===== config.mk =====
export PLATFORM = sky130hd
export DESIGN_NAME = clock_gen_seq
export DESIGN_NICKNAME = d
export VERILOG_FILES = /design/src/rtl/clock_gen_seq.sv
export SDC_FILE = /design/constraint.sdc
export NUM_CORES = 1
export LEC_CHECK = 0
export ABC_AREA = 1
export CORE_MARGIN = 2
export CORE_UTILIZATION = 55
export DETAILED_ROUTE_END_ITERATION = 10
export HOLD_SLACK_MARGIN = 0.03
export PLACE_DENSITY = 0.84
export SLEW_MARGIN = 20
export SYNTH_ARGS = -nofsm -noshare
export SYNTH_HDL_FRONTEND = slang
export SYNTH_SLANG_ARGS = --single-unit

===== constraint.sdc =====
create_clock -name CLK -period 1.6 [get_ports CLK]
set_input_delay 0.32 -clock CLK [delete_from_list [all_inputs] [get_ports CLK]]
set_output_delay 0.32 -clock CLK [all_outputs]
set_load 0.02 [all_outputs]

===== src/rtl/clock_gen_seq.sv =====
// ---------------------------------------------------------------------------
// clock_gen_seq
//
// Purpose:
//   Generates NUM_CH derived clock-enable channels from a single clock. Each
//   channel has a programmable divide value D. While running, the channel
//   produces a one-cycle enable pulse every D+1 cycles and a square wave that
//   toggles on each pulse. A lock sequencer (COUNT -> HOLD -> RUN) waits
//   LOCK_CYCLES cycles, raises locked, holds the downstream reset for
//   RST_HOLD more cycles and then lets the channels run. Every accepted
//   configuration write to a valid channel restarts that sequence.
//
// Optional feature:
//   Defining CLOCK_GEN_SEQ_PHASE_EN adds the cfg_phase input and a per-channel
//   phase register. A channel's counter then starts at min(phase, D) instead
//   of 0.
//
// Ports:
//   CLK        in   sole clock, rising edge
//   RST        in   asynchronous active-high reset
//   cfg_valid  in   configuration write request
//   cfg_ready  out  write can be accepted (high whenever RST is low)
//   cfg_ch     in   target channel index
//   cfg_div    in   new divide value D (period D+1 cycles)
//   cfg_phase  in   phase offset P (only with CLOCK_GEN_SEQ_PHASE_EN)
//   clk_en     out  per-channel single-cycle enable pulse
//   clk_tog    out  per-channel divided square wave
//   locked     out  divider configuration is stable
//   rst_out    out  active-high reset for downstream logic
// ---------------------------------------------------------------------------
module clock_gen_seq #(
  parameter int NUM_CH      = 2,
  parameter int DIV_WIDTH   = 8,
  parameter int DEFAULT_DIV = 1,
  parameter int LOCK_CYCLES = 16,
  parameter int RST_HOLD    = 4,
  localparam int CH_W       = (NUM_CH > 1) ? $clog2(NUM_CH) : 1
) (
  input  logic                 CLK,
  input  logic                 RST,
  input  logic                 cfg_valid,
  output logic                 cfg_ready,
  input  logic [CH_W-1:0]      cfg_ch,
  input  logic [DIV_WIDTH-1:0] cfg_div,
`ifdef CLOCK_GEN_SEQ_PHASE_EN
  input  logic [DIV_WIDTH-1:0] cfg_phase,
`endif
  output logic [NUM_CH-1:0]    clk_en,
  output logic [NUM_CH-1:0]    clk_tog,
  output logic                 locked,
  output logic                 rst_out
);

  localparam logic [1:0] ST_COUNT = 2'd0;
  localparam logic [1:0] ST_HOLD  = 2'd1;
  localparam logic [1:0] ST_RUN   = 2'd2;

  // One counter serves both COUNT and HOLD, so it is sized for the longer.
  localparam int LC_MAX = (LOCK_CYCLES > RST_HOLD) ? LOCK_CYCLES : RST_HOLD;
  localparam int LC_W   = $clog2(LC_MAX + 1);
  localparam logic [LC_W-1:0] LOCK_LAST = LC_W'(LOCK_CYCLES - 1);
  localparam logic [LC_W-1:0] HOLD_LAST = LC_W'(RST_HOLD - 1);

  logic [1:0]           state_q, state_d;
  logic [LC_W-1:0]      lockCnt_q, lockCnt_d;
  logic [DIV_WIDTH-1:0] div_q [NUM_CH];
  logic [DIV_WIDTH-1:0] div_d [NUM_CH];
  logic [DIV_WIDTH-1:0] cnt_q [NUM_CH];
  logic [DIV_WIDTH-1:0] cnt_d [NUM_CH];
  logic [DIV_WIDTH-1:0] startVal [NUM_CH];
  logic [NUM_CH-1:0]    tog_q, tog_d;
`ifdef CLOCK_GEN_SEQ_PHASE_EN
  logic [DIV_WIDTH-1:0] phase_q [NUM_CH];
  logic [DIV_WIDTH-1:0] phase_d [NUM_CH];
`endif

  logic              accept;
  logic              restart;
  logic              running;
  logic [NUM_CH-1:0] chSel;

  assign cfg_ready = ~RST;
  assign accept    = cfg_valid & cfg_ready;
  assign running   = (state_q == ST_RUN);
  assign locked    = (state_q == ST_HOLD) || (state_q == ST_RUN);
  assign rst_out   = ~running;
  assign clk_tog   = tog_q;

  // Decode the write target. An out-of-range index matches no channel, so
  // the handshake still completes but nothing changes and nothing restarts.
  always_comb begin
    chSel = '0;
    for (int i = 0; i < NUM_CH; i++) begin
      chSel[i] = accept && (cfg_ch == CH_W'(i));
    end
    restart = |chSel;
  end

  // Lock sequencer: COUNT for LOCK_CYCLES, HOLD for RST_HOLD, then RUN.
  // A valid configuration write sends it back to the start from any state.
  always_comb begin
    state_d   = state_q;
    lockCnt_d = lockCnt_q;
    case (state_q)
      ST_COUNT: begin
        if (lockCnt_q == LOCK_LAST) begin
          state_d   = ST_HOLD;
          lockCnt_d = '0;
        end else begin
          lockCnt_d = lockCnt_q + LC_W'(1);
        end
      end
      ST_HOLD: begin
        if (lockCnt_q == HOLD_LAST) begin
          state_d   = ST_RUN;
          lockCnt_d = '0;
        end else begin
          lockCnt_d = lockCnt_q + LC_W'(1);
        end
      end
      ST_RUN: begin
        lockCnt_d = '0;
      end
      default: begin
        state_d   = ST_COUNT;
        lockCnt_d = '0;
      end
    endcase
    if (restart) begin
      state_d   = ST_COUNT;
      lockCnt_d = '0;
    end
  end

  // Per-channel configuration registers and the counter start value. The
  // start value is taken from the next-cycle configuration so a counter
  // parked outside RUN already sits at its new start after a write.
  always_comb begin
    for (int i = 0; i < NUM_CH; i++) begin
      div_d[i] = chSel[i] ? cfg_div : div_q[i];
`ifdef CLOCK_GEN_SEQ_PHASE_EN
      phase_d[i]  = chSel[i] ? cfg_phase : phase_q[i];
      startVal[i] = (phase_d[i] < div_d[i]) ? phase_d[i] : div_d[i];
`else
      startVal[i] = '0;
`endif
    end
  end

  // Enable pulse is combinational on the terminal count and only in RUN.
  always_comb begin
    clk_en = '0;
    for (int i = 0; i < NUM_CH; i++) begin
      clk_en[i] = running && (cnt_q[i] == div_q[i]);
    end
  end

  // Channel counters run only while RUN persists; any other cycle (including
  // the one that captures a restart) parks the counter and clears the toggle.
  always_comb begin
    tog_d = '0;
    for (int i = 0; i < NUM_CH; i++) begin
      if (running && !restart) begin
        cnt_d[i] = clk_en[i] ? '0 : cnt_q[i] + DIV_WIDTH'(1);
        tog_d[i] = tog_q[i] ^ clk_en[i];
      end else begin
        cnt_d[i] = startVal[i];
        tog_d[i] = 1'b0;
      end
    end
  end

  // State registers with asynchronous reset back to the COUNT start point.
  always_ff @(posedge CLK or posedge RST) begin
    if (RST) begin
      state_q   <= ST_COUNT;
      lockCnt_q <= '0;
      tog_q     <= '0;
      for (int i = 0; i < NUM_CH; i++) begin
        div_q[i] <= DIV_WIDTH'(DEFAULT_DIV);
        cnt_q[i] <= '0;
`ifdef CLOCK_GEN_SEQ_PHASE_EN
        phase_q[i] <= '0;
`endif
      end
    end else begin
      state_q   <= state_d;
      lockCnt_q <= lockCnt_d;
      tog_q     <= tog_d;
      for (int i = 0; i < NUM_CH; i++) begin
        div_q[i] <= div_d[i];
        cnt_q[i] <= cnt_d[i];
`ifdef CLOCK_GEN_SEQ_PHASE_EN
        phase_q[i] <= phase_d[i];
`endif
      end
    end
  end

endmodule


==> metrics.md <==
| Metric | Value |
|---|---|
| Measured slew at the worst slew-check pin | about 0.4 ns |
| Top cell type by total area after synthesis | dfrtp_1 |
| Worst setup path class | register to output pin |
| Synth top area share | 0.428 |
| Post-Synthesis Cell Area | between 2000 and 2500 um^2 |
| Max-Cap Viols | 0 |
| Vias in the first global route | 2091 |
| Layout net count | 392 |
| Worst-skew pair later-pin latency | 0.30 ns |
| Final setup viols | 11 |
| Final min period | 1.84 ns |
| Synth async-reset ratio | 1.00 |
| Synth area leaders | dfrtp_1 43%, nand2_1 13%, inv_1 8.4% |
| Fin. max-slew vios | 0 |
| Hold Crit Class | input pin to asynchronous set/reset pin |
| YS warnings | 0 |
| Mapped Cells | 301 |
| Initial antenna violation count | 0 |
| Die area | 4680 um^2 |
| Number of vias per cell | roughly 5.2 |
| Delay-heaviest family, CP | flip-flops |
| Violated checks | setup timing |
| Core Footprint | 4000 um^2 |
| Fin. Hold Viols | 0 |
| Gpl congestion | just over 0.9 |
| Drt first pass iters | 5 |
| Fin Hold WS | 0.381 ns |
| Ant diodes | 0 |
| Die width | 68.4 um |
| Detailed placement HPWL | between 3000 and 4000 um |
| Largest net degree at the start of global routing | 32 |
| Final setup margin | -0.241 ns |
| Residual DRC count | 0 |
| Routed Antenna Nets | 0 |
| Layout cells sized above 1 | 0.261 |
| # rows | 23 |
| Slew headroom | 0.732 |
| Cells along the critical path | inv_2 > ha_4 > inv_2 > a21oi_2 > nand4_1 > nor2_4 > buf_6 |
| CP arrival | 1.52 ns |
| Tcrit/Tclk final | 1.15 |
| 1st-iter DRT viols | 178 |
| Max Freq | around 540 MHz |
| Unrepaired setup endpoints after global routing | true |
| Clock-pin slew on the worst setup and hold paths | 0.08 ns |
| Input/output buffers | 18 |
| Drt total wl | 5720 um |
| Worst path max stage delay | 0.40 ns |
| Clock skew | 0.00628 ns |
| Most frequent CP cell | inv_2 |
| EDFF count, synth | 0 |
| Area added between synthesis and finish | 35.5% |
| Top_reg_cell synth | dfrtp_1 |
| Register area share after synthesis | 0.451 |
| Avg WL per Cell | 13.5 um |
| Initial Util | 0.571 |
| Vias | 2182 |
| Crit path max fanout | 3 |
| Avg Cell Area, Syn | between 7 and 8 um^2 |
| Final Core Density | 0.773 |
| IO Pins | 19 |
| Die height | approximately 68 um |
| Syn Nets | 322 |
| Remaining global-route overflow | 0 |
| Static Leakage | 1.55 nW |
| Status | complete, but fails checks |
| First-pass GRT wire length | 9230 um |
| Fin area | 3090 um^2 |
| CP startpoint kind | register |
| PwrDens | 1030 nW/um^2 |
| Distinct cells, synth | 28 |
| FF+latch count, synth | 41 |
| Critical-path top delay cell | dfrtp_1 |
| Dpl ws | -0.471 ns |
| Setup TNS Final | -0.664 ns |
| CTS tree | built |
| H-tree depth | 2 |
| Critical Path RT | about 1.3 ns |
| Total CTS buffers | 5 |
| Top-count cell post-synth | nand2_1 |
| Worst setup EP type | output pin |
| Post-DP Area | 2890 um^2 |
| Non-filler cells, final | 422 |
| Clk sink count | 41 |
| Worst vdd ir | ~0.75 mV |
| Root Driver | clkbuf_8 |
| Crit path buf inv count | 3 |
| Clock buffer depth | 2 |
| GRT Overall Usage | 0.271 |
| Pwr Total | 3.19 mW |
| Most common library cells after synthesis | 82 x nand2_1, 51 x inv_1, 39 x dfrtp_1 |
| DP Cell Count | 410 |
layout make-up:
cell class,instances,area (um^2)
tap,50,62.6
inverter,61,234
timing repair buffer,66,577
clock buffer,7,86.3
fill,257,907
sequential,41,1030
multi-input combinational,196,1070
clock inverter,1,30.0
cell families after synthesis:
group                    synth area share
AND/OR/NAND/NOR                     0.282
buffers and inverters               0.110
flip-flops                          0.451
AO/OA/AOI/OAI                      0.0587
XOR/XNOR                           0.0499
adder cells (fa/ha/maj)            0.0493
registers in the layout (all words and copies together) (netlist names):
name and count:
cnt_q 16, div_q 16, lockCnt_q 5, clk_tog 2, state_q 2
report_power, final:
group	leakage, nW	switching, mW	internal [mW]	total, mW
combinational	0.953	0.554	0.483	1.04
sequential	0.540	0.113	1.17	1.28
clock	0.0585	0.368	0.509	0.877
worst paths after layout:
| path | slack, ns | cells after the start | endpoint | startpoint |
|---|---|---|---|---|
| max reg2reg | -0.03 | 8 | cnt_q[8]$_DFF_PP0_ | state_q[0]$_DFFE_PP0P_ |
| max | -0.24 | 7 | clk_en[0] | state_q[0]$_DFFE_PP0P_ |
| min in group CLK | 0.46 | 1 | lockCnt_q[0]$_DFF_PP0_ | lockCnt_q[0]$_DFF_PP0_ |
| min reg2reg | 0.46 | 1 | lockCnt_q[0]$_DFF_PP0_ | lockCnt_q[0]$_DFF_PP0_ |
| max in group asynchronous | 0.79 | 3 | div_q[0]$_DFFE_PP1P_ | RST |
| min | 0.38 | 3 | cnt_q[0]$_DFF_PP0_ | RST |
placed cells by master, fill, tap and decap left out, types with 2 or more instances in the layout:
| cell | Yosys | routed |
|---|---|---|
| nand2_2 | 1 | 4 |
| nor2_1 | 34 | 28 |
| inv_2 | 10 | 10 |
| o21ai_0 | 11 | 10 |
| clkdlybuf4s50_1 | 0 | 11 |
| nand3_1 | 16 | 16 |
| xnor2_1 | 3 | 3 |
| nor3_1 | 3 | 2 |
| a21oi_1 | 3 | 2 |
| o21ai_1 | 8 | 8 |
| dfrtp_1 | 39 | 39 |
| nor2_4 | 1 | 2 |
| nand2_1 | 82 | 79 |
| ha_4 | 0 | 2 |
| xor2_1 | 10 | 10 |
| nor3_2 | 1 | 2 |
| clkbuf_8 | 0 | 6 |
| buf_6 | 1 | 4 |
| dlygate4sd2_1 | 0 | 3 |
| dfstp_2 | 2 | 2 |
| buf_12 | 0 | 3 |
| inv_1 | 51 | 49 |
| buf_4 | 0 | 44 |
| ha_1 | 9 | 7 |
| nand4_1 | 5 | 5 |
| nor2_2 | 3 | 8 |
| inv_4 | 0 | 2 |
tightest hold or removal path, cell delays in order:
cell and delay, ns:
clkdlybuf4s50_1 0.44, inv_4 0.09, buf_4 0.19
metal layers:
layer | part of all wire | global-route usage | wire [um]
met1 | 0.41 | 0.329 | 2370
met2 | 0.48 | 0.442 | 2750
met3 | 0.061 | 0.0625 | 350
met4 | 0.044 | 0.148 | 252
met5 | 0 | 0 | 0
what timing repair did:
| item | CTS | global route |
|---|---|---|
| cloned | 0 | 0 |
| hold buffers | 0 | 0 |
| buffers inserted | 2 | 2 |
| pin swaps | 2 | 3 |
| resized for setup | 31 | 15 |
| endpoints found under the hold margin | 0 | 0 |
| endpoints found under the setup margin | 15 | 17 |
No activity file was read; power rests on OpenSTA's default activity.
